<file path="src/rtl/shared_pkg.sv">
// Shared constants for the FIFO stream reader: data width default, skid
// buffer depth and statistics counter widths.
package shared_pkg;

    localparam int DATA_WIDTH_DEF   = 16;
    localparam int READER_BUF_DEPTH = 2;
    localparam int POP_COUNT_W      = 16;
    localparam int UF_COUNT_W       = 8;

    typedef logic [1:0] buf_count_t;

endpackage

</file>
<file path="src/rtl/fifo_reader_skid.sv">
// Two-entry output buffer for the FIFO stream reader; holds the words that
// arrive from the FIFO read latency until the stream consumer takes them.
module fifo_reader_skid
    import shared_pkg::*;
#(
    parameter int DATA_WIDTH = DATA_WIDTH_DEF
) (
    input  logic                  clk,
    input  logic                  rst_n,
    input  logic                  wr,
    input  logic [DATA_WIDTH-1:0] wr_data,
    input  logic                  rd,
    output logic [DATA_WIDTH-1:0] rd_data,
    output buf_count_t            count
);

    logic [DATA_WIDTH-1:0] r_mem [READER_BUF_DEPTH];
    logic                  r_head;
    logic                  r_tail;
    buf_count_t            r_count;

    always_ff @(posedge clk or negedge rst_n) begin
        if (!rst_n) begin
            for (int i = 0; i < READER_BUF_DEPTH; i++) begin
                r_mem[i] <= '0;
            end
            r_head  <= 1'b0;
            r_tail  <= 1'b0;
            r_count <= '0;
        end else begin
            if (wr) begin
                r_mem[r_tail] <= wr_data;
                r_tail        <= ~r_tail;
            end
            if (rd) begin
                r_head <= ~r_head;
            end
            r_count <= r_count + buf_count_t'(wr) - buf_count_t'(rd);
        end
    end

    assign rd_data = r_mem[r_head];
    assign count   = r_count;

    // The issue logic upstream guarantees the buffer can never overfill.
    a_count_max: assert property (@(posedge clk) disable iff (!rst_n)
        r_count <= buf_count_t'(READER_BUF_DEPTH));
    a_no_overfill: assert property (@(posedge clk) disable iff (!rst_n)
        (wr && !rd) |-> (r_count < buf_count_t'(READER_BUF_DEPTH)));

endmodule

</file>
<file path="src/rtl/fifo_stream_reader.sv">
// Drains a synchronous FIFO onto a valid/ready stream at full throughput.
// Optional build macro FIFO_READER_STATS_EN adds pop and underflow counters.
module fifo_stream_reader
    import shared_pkg::*;
#(
    parameter int DATA_WIDTH = DATA_WIDTH_DEF
) (
    input  logic                   clk,
    input  logic                   rst_n,
    input  logic                   drain_en,
    input  logic [DATA_WIDTH-1:0]  fifo_data_out,
    input  logic                   fifo_empty,
    input  logic                   fifo_underflow,
    output logic                   fifo_rd_en,
    output logic [DATA_WIDTH-1:0]  m_data,
    output logic                   m_valid,
    input  logic                   m_ready,
    output logic                   err_underflow
`ifdef FIFO_READER_STATS_EN
    ,
    output logic [POP_COUNT_W-1:0] pop_count,
    output logic [UF_COUNT_W-1:0]  underflow_count
`endif
);

    logic       r_inflight;
    logic       r_err;
    buf_count_t w_count;
    logic       w_pop;
    logic       w_capture;
    logic       w_discard;
    logic [2:0] w_occupancy;

    assign m_valid   = (w_count != '0);
    assign w_pop     = m_valid && m_ready;
    assign w_capture = r_inflight && !fifo_underflow;
    assign w_discard = r_inflight && fifo_underflow;

    // Slots already committed once this cycle's pop is accounted for.
    assign w_occupancy = {1'b0, w_count} + {2'b00, r_inflight} - {2'b00, w_pop};

    // Gated by rst_n so no read request leaks out while reset is held.
    assign fifo_rd_en = rst_n && drain_en && !fifo_empty &&
                        (w_occupancy < 3'(READER_BUF_DEPTH));

    always_ff @(posedge clk or negedge rst_n) begin
        if (!rst_n) begin
            r_inflight <= 1'b0;
            r_err      <= 1'b0;
        end else begin
            r_inflight <= fifo_rd_en;
            if (w_discard) begin
                r_err <= 1'b1;
            end
        end
    end

    assign err_underflow = r_err;

    fifo_reader_skid #(
        .DATA_WIDTH (DATA_WIDTH)
    ) u_skid (
        .clk     (clk),
        .rst_n   (rst_n),
        .wr      (w_capture),
        .wr_data (fifo_data_out),
        .rd      (w_pop),
        .rd_data (m_data),
        .count   (w_count)
    );

`ifdef FIFO_READER_STATS_EN
    logic [POP_COUNT_W-1:0] r_pop_count;
    logic [UF_COUNT_W-1:0]  r_uf_count;

    always_ff @(posedge clk or negedge rst_n) begin
        if (!rst_n) begin
            r_pop_count <= '0;
            r_uf_count  <= '0;
        end else begin
            if (w_pop) begin
                r_pop_count <= r_pop_count + 1'b1;
            end
            if (w_discard && (r_uf_count != '1)) begin
                r_uf_count <= r_uf_count + 1'b1;
            end
        end
    end

    assign pop_count       = r_pop_count;
    assign underflow_count = r_uf_count;
`endif

endmodule

</file>
<file path="config.mk">
export PLATFORM = sky130hd
export DESIGN_NAME = fifo_stream_reader
export DESIGN_NICKNAME = d
export VERILOG_FILES = /design/src/rtl/shared_pkg.sv /design/src/rtl/fifo_reader_skid.sv /design/src/rtl/fifo_stream_reader.sv
export SDC_FILE = /design/constraint.sdc
export NUM_CORES = 1
export LEC_CHECK = 0
export CAP_MARGIN = 20
export CORE_ASPECT_RATIO = 1.75
export CORE_MARGIN = 2
export CORE_UTILIZATION = 53
export DETAILED_ROUTE_END_ITERATION = 7
export GPL_TIMING_DRIVEN = 0
export PLACE_DENSITY = 0.84
export RECOVER_POWER = 50
export SETUP_SLACK_MARGIN = 0.5
export SKIP_CTS_REPAIR_TIMING = 1
export SYNTH_ARGS = -nofsm -noshare
export SYNTH_HDL_FRONTEND = slang
export SYNTH_SLANG_ARGS = --single-unit
</file>
<file path="constraint.sdc">
create_clock -name clk -period 4.4 [get_ports clk]
set_input_delay 0.66 -clock clk [delete_from_list [all_inputs] [get_ports clk]]
set_output_delay 0.66 -clock clk [all_outputs]
set_load 0.01 [all_outputs]
</file>
==> metrics <==
Gate power share=a little over two fifths; r2r setup slk=~2.5 ns; Diodes inserted=0; P per Cell Area=about 630 nW/um2; Setup WS post-layout=about 0.72 ns; P&R area growth vs syn=29.7%; clock sink total=38; placed inst area=between 2000 and 2500 um2; Die Height=between 80 and 90 um; Post-DRT Antenna Nets=0; Net Switching=around 0.43 mW; worst min path class=input port to asynchronous set/reset pin; Vias/cell=5.30; total clock buffers created by CTS=5; Setup violations, final=0; Clock Latency Late Sink=~0.29 ns; synth warn=0; Worst Path Arrival=approximately 3 ns; internal power=1.02 mW; placer congestion estimate=~0.66; CTS tree=done; commonest cells after routing, fill and taps aside=38 x mux2_2, 38 x dfrtp_1, 37 x clkdlybuf4s50_1; min Tclk post-route=between 3 and 4 ns; vias in the first global route=roughly 1,200; sw frac=between 20% and 30%; Hold Slack=around 0.47 ns; 1st-pass router iterations=3; f_max=272 MHz; largest net degree at the start of global routing=40; Vias=about 1,100; # port buffers=40; post-layout util=72.9%; average routed wire per standard cell=roughly 16 um; share of post-route cells with drive strength above 1=between 30% and 40%; Design Area, Final=approximately 2300 um2; Synthesized Nets=between 100 and 150; Final Hold Vio Count=0; Syn Std Cell Area=about 1800 um2; clock slew at reported path FFs=around 0.070 ns; clk_skew=between 0.004 and 0.005 ns; setup total negative slack=0 ns; outcome=finished clean; P_leak=1.08 nW; Synth top area share=between 50% and 60%; Slew Limit Fails=0; CTS root buf=clkbuf_8; Slew @ Worst Pin=about 0.84 ns; routed wire length=3280 um; Place WS=0.664 ns; Final HPWL DP=2440 um; clk buf depth=2; io pins=41; kind of critical path=input port to output port; Remaining DRCs=0; Die ar.=around 3900 um2; sequential power share=39.7%; Max-Cap Viols=0; drt initial violations=4; Seq/Total Area, Yosys=53.3%; Post-layout nets=roughly 190; RSZ-0062 raised after global routing=no; Worst setup SP type=input port; first-pass GRT wire length=~5300 um; Synth area leader=dfrtp_1; final worst-path cycle share=83.5%; Avg Inst Size Synth=between 15 and 20 um2; H-tree levels=2; Worst VDD drop=around 0.36 mV; Placeable Area=roughly 3200 um2; Clock Power Share=between 10% and 20%; number of distinct library cells after synthesis=26; cells after synthesis=between 100 and 150; initial antenna violation count=0; gr usage total=19.5%; Area contributors post-synth=dfrtp_1 53%, mux2_2 24%, mux2_4 8.4%, fa_1 1.1%, nand3b_4 1.1%; Slew HR=between 40% and 50%; Req. time, crit path=between 3 and 4 ns; die width=47.9 um; global route overflow=0; # rows=27; CP Max Fanout=7; Seq cells post-synth=38; Initial Utilization=roughly 56%; Crit. End Element=output port
==> cell usage after synthesis, drive strengths merged <==
library cell,n
nand2,1
mux2,48
or2,1
nor2b,1
buf,5
nor2,3
nor3b,1
ha,1
nand4b,1
xor2,2
dfrtp,38
a21o,1
inv,2
o21ai,1
xnor2,2
fa,1
a211o,1
nand2b,1
nand4,3
nand3b,1
a311o,1
==> state kept, by name (all words and copies together) (netlist names) <==
name / cells
u_skid.r_mem: 32
u_skid.r_head: 1
u_skid.count: 2
r_inflight: 1
u_skid.r_tail: 1
err_underflow: 1
==> cells by family (layout without fill, tap and decap cells) <==
| group | after synthesis | count (layout) | synth area share, % |
|---|---|---|---|
| muxes | 48 | 48 | 32.4 |
| DFF | 38 | 38 | 53.3 |
| and+or+nand+nor | 13 | 13 | 5.89 |
| buffers and inverters | 7 | 55 | 2.88 |
| AOI/OAI and AO/OA | 4 | 4 | 1.75 |
| xor gates and xnor gates | 4 | 4 | 1.96 |
| adders and majority gates | 2 | 2 | 1.82 |
==> power by group through the flow <==
stage          Clock, mW  Sequential (mW)  Combinational (mW)
3_5_place_dp           0            0.587               0.643
2_1_floorplan          0            0.563               0.382
3_3_place_gp           0            0.573               0.625
4_1_cts            0.248            0.580               0.647
6_report           0.243            0.577               0.635
5_1_grt            0.266            0.596               0.687
==> path summary, 6_finish.rpt <==
path                          startpoint               end  depth (start not counted)
max                              m_ready        fifo_rd_en                          7
min                                rst_n  u_skid.r_mem[26]                          1
max reg2reg                   r_inflight   u_skid.count[1]                          7
min reg2reg                err_underflow     err_underflow                          1
max in group asynchronous          rst_n  u_skid.r_mem[16]                          1
min in group clk           err_underflow     err_underflow                          1
==> cell type report <==
cell class                 count  area (um2)
clock inverter                 1        5.00
inverter                       2        7.51
clock buffer                   7        86.3
fill                         237         862
buffer                         5        40.0
tap                           43        53.8
multi-input combinational     71         774
timing repair buffer          40         395
sequential                    38         951
==> routing by layer <==
metal	share of wire (%)	global-route usage, %	vias to the layer above
met3	4.4	5.78	8
met1	40	22.5	555
met5	0	0	-
li1	-	-	504
met2	54	32.3	30
met4	2.0	8.11	0
==> metrics by stage <==
step / cells / power [mW]
floorplan: 116 / 0.945
global placement: 199 / 1.20
detailed placement: 199 / 1.23
CTS: 207 / 1.48
global route: 207 / 1.55
finish: 207 / 1.46
==> worst max-delay path, cell delays in order <==
cell             delay [ns]
dlygate4sd3_1          0.66
nor3b_2                0.27
o21ai_0                0.14
fa_1                   0.49
nand4b_1               0.08
nor2_1                 0.16
clkdlybuf4s50_1        0.55
Note: power is estimated with default switching activity, not from simulation.
